===== src/rtl/fir_pkg.sv =====
// Shared constants for the streaming FIR engine: state encoding, default tap
// count and the word-to-byte address scale.
package fir_pkg;

  localparam int unsigned TAPE_NUM_DEF = 11;
  localparam int unsigned WORD_BYTES   = 4;
  localparam int unsigned ST_W         = 3;

  localparam logic [ST_W-1:0] S_IDLE    = 3'd0;
  localparam logic [ST_W-1:0] S_CLEAR   = 3'd1;
  localparam logic [ST_W-1:0] S_WAIT_IN = 3'd2;
  localparam logic [ST_W-1:0] S_MAC     = 3'd3;
  localparam logic [ST_W-1:0] S_OUT     = 3'd4;

endpackage


===== src/rtl/fir_mac.sv =====
// Registered multiply-accumulate: two's-complement product truncated to W bits,
// wrap-around accumulation, synchronous clear.
module fir_mac #(
  parameter int unsigned W = 32
) (
  input  logic                clk,
  input  logic                rst,
  input  logic                clr,
  input  logic                en,
  input  logic signed [W-1:0] a,
  input  logic signed [W-1:0] b,
  output logic signed [W-1:0] acc
);

  always_ff @(posedge clk) begin
    if (rst || clr) begin
      acc <= '0;
    end else if (en) begin
      acc <= acc + a * b;
    end
  end

endmodule


===== src/rtl/fir_stream_engine.sv =====
// Streaming FIR engine: one input sample per frame step, Tape_Num-cycle MAC over
// tap and circular data BRAMs, AXI-Stream in/out with ap_done/ap_idle status.
module fir_stream_engine
  import fir_pkg::*;
#(
  parameter int unsigned pADDR_WIDTH = 12,
  parameter int unsigned pDATA_WIDTH = 32,
  parameter int unsigned Tape_Num    = TAPE_NUM_DEF
) (
  input  logic                   axis_clk,
  input  logic                   axis_rst,
  input  logic                   ap_start,
  input  logic                   ap_done_clr,
  output logic                   ap_done,
  output logic                   ap_idle,
  input  logic [pDATA_WIDTH-1:0] ss_tdata,
  input  logic                   ss_tvalid,
  output logic                   ss_tready,
  input  logic                   ss_tlast,
  output logic [pDATA_WIDTH-1:0] sm_tdata,
  output logic                   sm_tvalid,
  input  logic                   sm_tready,
  output logic                   sm_tlast,
  output logic                   tap_rd_EN,
  output logic [pADDR_WIDTH-1:0] tap_rd_A,
  input  logic [pDATA_WIDTH-1:0] tap_Do,
  output logic [3:0]             data_WE,
  output logic                   data_EN,
  output logic [pDATA_WIDTH-1:0] data_Di,
  output logic [pADDR_WIDTH-1:0] data_A,
  input  logic [pDATA_WIDTH-1:0] data_Do
);

  localparam int unsigned CNT_W = $clog2(Tape_Num + 1);
  localparam logic [CNT_W-1:0] LAST_IDX = CNT_W'(Tape_Num - 1);
  localparam logic [CNT_W-1:0] NUM      = CNT_W'(Tape_Num);

  logic [ST_W-1:0]  state, next_state;
  logic [CNT_W-1:0] cnt, wr_ptr, data_idx;
  logic             last_q, accept, mac_en, done_set, ap_done_nxt;
  logic [pDATA_WIDTH-1:0] acc;

  function automatic logic [pADDR_WIDTH-1:0] word_addr(input logic [CNT_W-1:0] idx);
    return pADDR_WIDTH'(32'(idx) * WORD_BYTES);
  endfunction

  assign accept   = ss_tready && ss_tvalid;
  assign mac_en   = (state == S_MAC) && (cnt != '0);
  assign done_set = (state == S_OUT) && sm_tready && sm_tlast;
  assign sm_tdata = acc;

  always_ff @(posedge axis_clk) begin
    if (axis_rst) state <= S_IDLE;
    else          state <= next_state;
  end

  // Next state, status-next and BRAM port drive; BRAM ports follow the state directly.
  always_comb begin
    next_state  = state;
    ap_done_nxt = ap_done;
    tap_rd_EN   = 1'b0;
    tap_rd_A    = '0;
    data_EN     = 1'b0;
    data_WE     = 4'h0;
    data_Di     = '0;
    data_A      = '0;
    data_idx    = (wr_ptr >= cnt) ? (wr_ptr - cnt) : (wr_ptr + NUM - cnt);
    if (done_set)         ap_done_nxt = 1'b1;
    else if (ap_done_clr) ap_done_nxt = 1'b0;
    case (state)
      S_IDLE: if (ap_start) next_state = S_CLEAR;
      S_CLEAR: begin
        data_EN = 1'b1;
        data_WE = 4'hf;
        data_A  = word_addr(cnt);
        if (cnt == LAST_IDX) next_state = S_WAIT_IN;
      end
      S_WAIT_IN: begin
        if (accept) begin
          data_EN    = 1'b1;
          data_WE    = 4'hf;
          data_Di    = ss_tdata;
          data_A     = word_addr(wr_ptr);
          next_state = S_MAC;
        end
      end
      S_MAC: begin
        if (cnt < NUM) begin
          tap_rd_EN = 1'b1;
          tap_rd_A  = word_addr(cnt);
          data_EN   = 1'b1;
          data_A    = word_addr(data_idx);
        end
        if (cnt == NUM) next_state = S_OUT;
      end
      S_OUT: if (sm_tready) next_state = sm_tlast ? S_IDLE : S_WAIT_IN;
      default: next_state = S_IDLE;
    endcase
  end

  // Step counter shared by CLEAR (word index) and MAC (read index / product slot).
  always_ff @(posedge axis_clk) begin
    if (axis_rst || (state != next_state)) cnt <= '0;
    else if ((state == S_CLEAR) || (state == S_MAC)) cnt <= cnt + 1'b1;
  end

  always_ff @(posedge axis_clk) begin
    if (axis_rst || (state == S_CLEAR)) begin
      wr_ptr <= '0;
    end else if ((state == S_MAC) && (next_state == S_OUT)) begin
      wr_ptr <= (wr_ptr == LAST_IDX) ? '0 : wr_ptr + 1'b1;
    end
  end

  always_ff @(posedge axis_clk) begin
    if (axis_rst) begin
      last_q    <= 1'b0;
      ap_done   <= 1'b0;
      ap_idle   <= 1'b1;
      ss_tready <= 1'b0;
      sm_tvalid <= 1'b0;
      sm_tlast  <= 1'b0;
    end else begin
      if (accept) last_q <= ss_tlast;
      ap_done   <= ap_done_nxt;
      ap_idle   <= (next_state == S_IDLE) && !ap_done_nxt;
      ss_tready <= (next_state == S_WAIT_IN);
      sm_tvalid <= (next_state == S_OUT);
      sm_tlast  <= (next_state == S_OUT) && last_q;
    end
  end

  fir_mac #(.W(pDATA_WIDTH)) u_mac (
    .clk (axis_clk),
    .rst (axis_rst),
    .clr (accept),
    .en  (mac_en),
    .a   (tap_Do),
    .b   (data_Do),
    .acc (acc)
  );

endmodule


===== config.mk =====
export PLATFORM = sky130hd
export DESIGN_NAME = fir_stream_engine
export DESIGN_NICKNAME = d
export VERILOG_FILES = /design/src/rtl/fir_pkg.sv /design/src/rtl/fir_mac.sv /design/src/rtl/fir_stream_engine.sv
export SDC_FILE = /design/constraint.sdc
export NUM_CORES = 1
export LEC_CHECK = 0
export ABC_AREA = 1
export BUFFER_PORTS_ARGS = -buffer_cell sky130_fd_sc_hd__buf_2
export CAP_MARGIN = 20
export CORE_ASPECT_RATIO = 1.25
export CORE_UTILIZATION = 63
export CTS_CLUSTER_DIAMETER = 60
export DETAILED_ROUTE_END_ITERATION = 8
export PLACE_DENSITY = 0.95
export SETUP_SLACK_MARGIN = 0.5
export SLEW_MARGIN = 20
export SYNTH_ARGS = -nofsm -noshare
export SYNTH_HDL_FRONTEND = slang
export SYNTH_HIERARCHICAL = 1
export SYNTH_SLANG_ARGS = --single-unit

===== constraint.sdc =====
create_clock -name axis_clk -period 9.65 [get_ports axis_clk]
set_clock_uncertainty 0.15 [all_clocks]
set_input_delay 1.4475 -clock axis_clk [delete_from_list [all_inputs] [get_ports axis_clk]]
set_output_delay 1.4475 -clock axis_clk [all_outputs]
set_load 0.05 [all_outputs]

==> summary.txt <==
Clock network
  • CTS clk-pin slew, worst paths: 0.07 ns
  • CTS-repair resized insts: 0
  • Clock Sinks: 49
  • Postcts setup bufs: 0
  • CTS root buf: clkbuf_16
  • Maximum clock path buffer count: 2
  • TritonCTS clock tree: built
  • Hold_buf cts: 0
  • Num CTS Buffers: 5
  • Htree depth: 2
  • Later-pin clock latency in the skew report: 0.30 ns

Detailed routing
  • Routed WL per cell: 17.2 um
  • Via count: 18,500
  • DRC Markers: 16
  • 1st-iter DRT viols: 1,663
  • WL final: 58,100 um
  • Vias per std cell: 5.47
  • Antenna viol nets, final: 0
  • Initial DRT Pass Iterations: 8

GRT
  • Initial antenna violation count: 3
  • Met1 Track Usage GR: 39.7%
  • Grt total ovfl: 0
  • Met2 usage: 62.0%
  • First-pass GRT wire length: 94,100 um
  • GRT Util Overall: 35.3%
  • Met3 usage: 7.65%
  • Via count of the first global-routing pass: 19,600
  • Gr busiest metal: met2
  • Largest net degree at the start of global routing: 45

Die
  • Core area: 32,800 sq um
  • Die height: 207 um
  • Die W: 166 um
  • Rows: 74
  • I/O pin count: 202
  • Die area: 34,200 sq um
  • Initial Utilization: 64.3%

Setup path
  • Reg-to-reg setup timing slack: 2.93 ns
  • Endpoint class of the critical path: flip-flop
  • Worst Path Required: 9.70 ns
  • WS Path Type: in -> reg
  • RR Startpoint: u_mac/acc[18]
  • Worst Setup EP: u_mac/acc[30]
  • Worst EP arrival: 8.22 ns
  • FF-to-FF End: u_mac/acc[31]
  • Max FO, Critical Path: 27
  • Critical Path Start: data_Do[5]
  • Worst Setup Start Kind: input pin
  • Reg2reg path depth: 25

Logic synthesis
  • Area contributors post-synth: fa_1 42%, inv_1 16%, nand2_1 14%
  • Cell accounting for the most synthesized area: fa_1
  • Top cell type's share of synthesized area: 41.8%
  • Post-synthesis register bit count: 49
  • Synthesized cell area: 21,100 sq um
  • Top cells by count, synth: 918 x inv_1, 784 x nand2_1, 440 x fa_1
  • Most used flip-flop cell after synthesis: dfxtp_1
  • Ys async rst share: 0%
  • Synth Instances: 2,895
  • EDFF count, synth: 0
  • Unique cell type count in the Yosys netlist: 47
  • Most numerous cell in the Yosys netlist: inv_1
  • Seq/Total Area, Yosys: 4.65%
  • Yosys warning total: 6
  • Avg Cell Area, Syn: 7.28 sq um

Finish
  • Area occupied by multi-input gates: 16,000 sq um
  • Fin area: 22,100 sq um
  • Final #Nets: 3,671
  • Seq. cell area: 981 sq um
  • Share of layout cells above drive strength 1: 7.92%
  • # fillers: 2,444
  • Synthesis-to-layout area growth: 4.78%

Timing
  • Final setup violation count: 0
  • Slew @ Worst Pin: 0.889 ns
  • RSZ-0062 raised after global routing: false
  • Setup TNS: 0 ns
  • Slew headroom: 40.7%
  • Worst hold margin: 0.303 ns
  • Endpoints failing hold: 0
  • Fin crit share: 84.7%
  • Final min period: 8.17 ns
  • Final Slew Violations: 0
  • F_max: 0.122 GHz

Run
  • MaxCap Viol Count: 0

Hold path
  • Hold Crit Class: reg -> reg

Placed design
  • DPL Wire Length: 47,500 um
  • Input/output buffers: 185
  • DP Area: 21,900 sq um
  • Routability congestion estimate: 0.965

Run status
  • Failing checks: design-rule violations
  • Run status: finished with violations
## per-stage QoR
stage	cells	utilization (%)	setup WS, ns
finish	3385	67.4	1.48
global route	3385	67.4	1.07
CTS	3384	67.4	1.53
detailed placement	3376	66.9	1.19
global placement	3376	66.9	1.42
floorplan	2910	-	1.85
## routing by layer
layer	part of all wire (%)	vias to the layer above	wire length [um]
met5	0.019	-	11
met4	5.9	2	3450
met3	11	293	6520
met2	49	1261	28400
met1	34	8764	19800
li1	-	8185	-
## final cells by class
cell class	count	area share [%]
repair buffers	187	4.26
multi-input cells	1792	72.4
clock buffers	5	0.566
flip-flops and latches	49	4.44
clock inverters	3	0.113
diodes	1	0.0113
well taps	418	2.37
inverters	930	15.8
## critical path, stage by stage
cell     delay [ns]
buf_2          0.53
nand2_1        0.17
fa_1           0.53
fa_1           0.51
inv_1          0.05
fa_1           0.52
inv_1          0.07
fa_1           0.51
inv_1          0.06
fa_1           0.49
fa_1           0.51
fa_1           0.49
inv_1          0.05
fa_1           0.54
inv_1          0.06
ha_1           0.37
nand2_1        0.15
nor3_1         0.24
nand4_1        0.11
nand3_1        0.15
nand3_1        0.09
nand2_1        0.12
a21oi_1        0.10
xor2_1         0.15
o21ai_1        0.12
inv_1          0.05
## layout by cell type, fill, tap and decap left out, drive strengths merged, types with 21 or more instances in the layout
cell and n:
nand2 795, xor2 21, nor2 105, dfxtp 49
nand3 73, o21ai 42, inv 931, a21oi 61
fa 440, buf 187, ha 163
## worst min-delay path by stage
stage / slack, ns / to / startpoint / depth (start not counted)
detailed placement: 0.30 / sm_tlast / last_q / 2
CTS: 0.31 / sm_tlast / last_q / 2
global placement: 0.28 / sm_tlast / last_q / 2
global route: 0.32 / sm_tlast / last_q / 2
floorplan: 0.27 / sm_tlast / last_q / 2
finish: 0.30 / sm_tlast / last_q / 2
## registers in the layout, indices dropped and copies added (netlist names)
| signal | cells |
|---|---|
| sm_tlast | 1 |
| wr_ptr | 4 |
| sm_tvalid | 1 |
| ap_idle | 1 |
| last_q | 1 |
| u_mac/acc | 32 |
| ap_done | 1 |
| ss_tready | 1 |
| cnt | 4 |
| state | 3 |
## logic make-up after synthesis
group,Yosys count,share of synthesized area [%]
and+or+nand+nor,1001,18.9
buffers and inverters,1069,19.7
xor gates and xnor gates,37,1.57
AOI/OAI and AO/OA,134,3.62
adders and majority gates,603,51.5
muxes,1,0.0534
other,1,0.0178
DFF,49,4.65
Power is left out: the tool's default activity adds up to more than one toggle a clock period on the data nets, which glitch-free logic cannot reach.
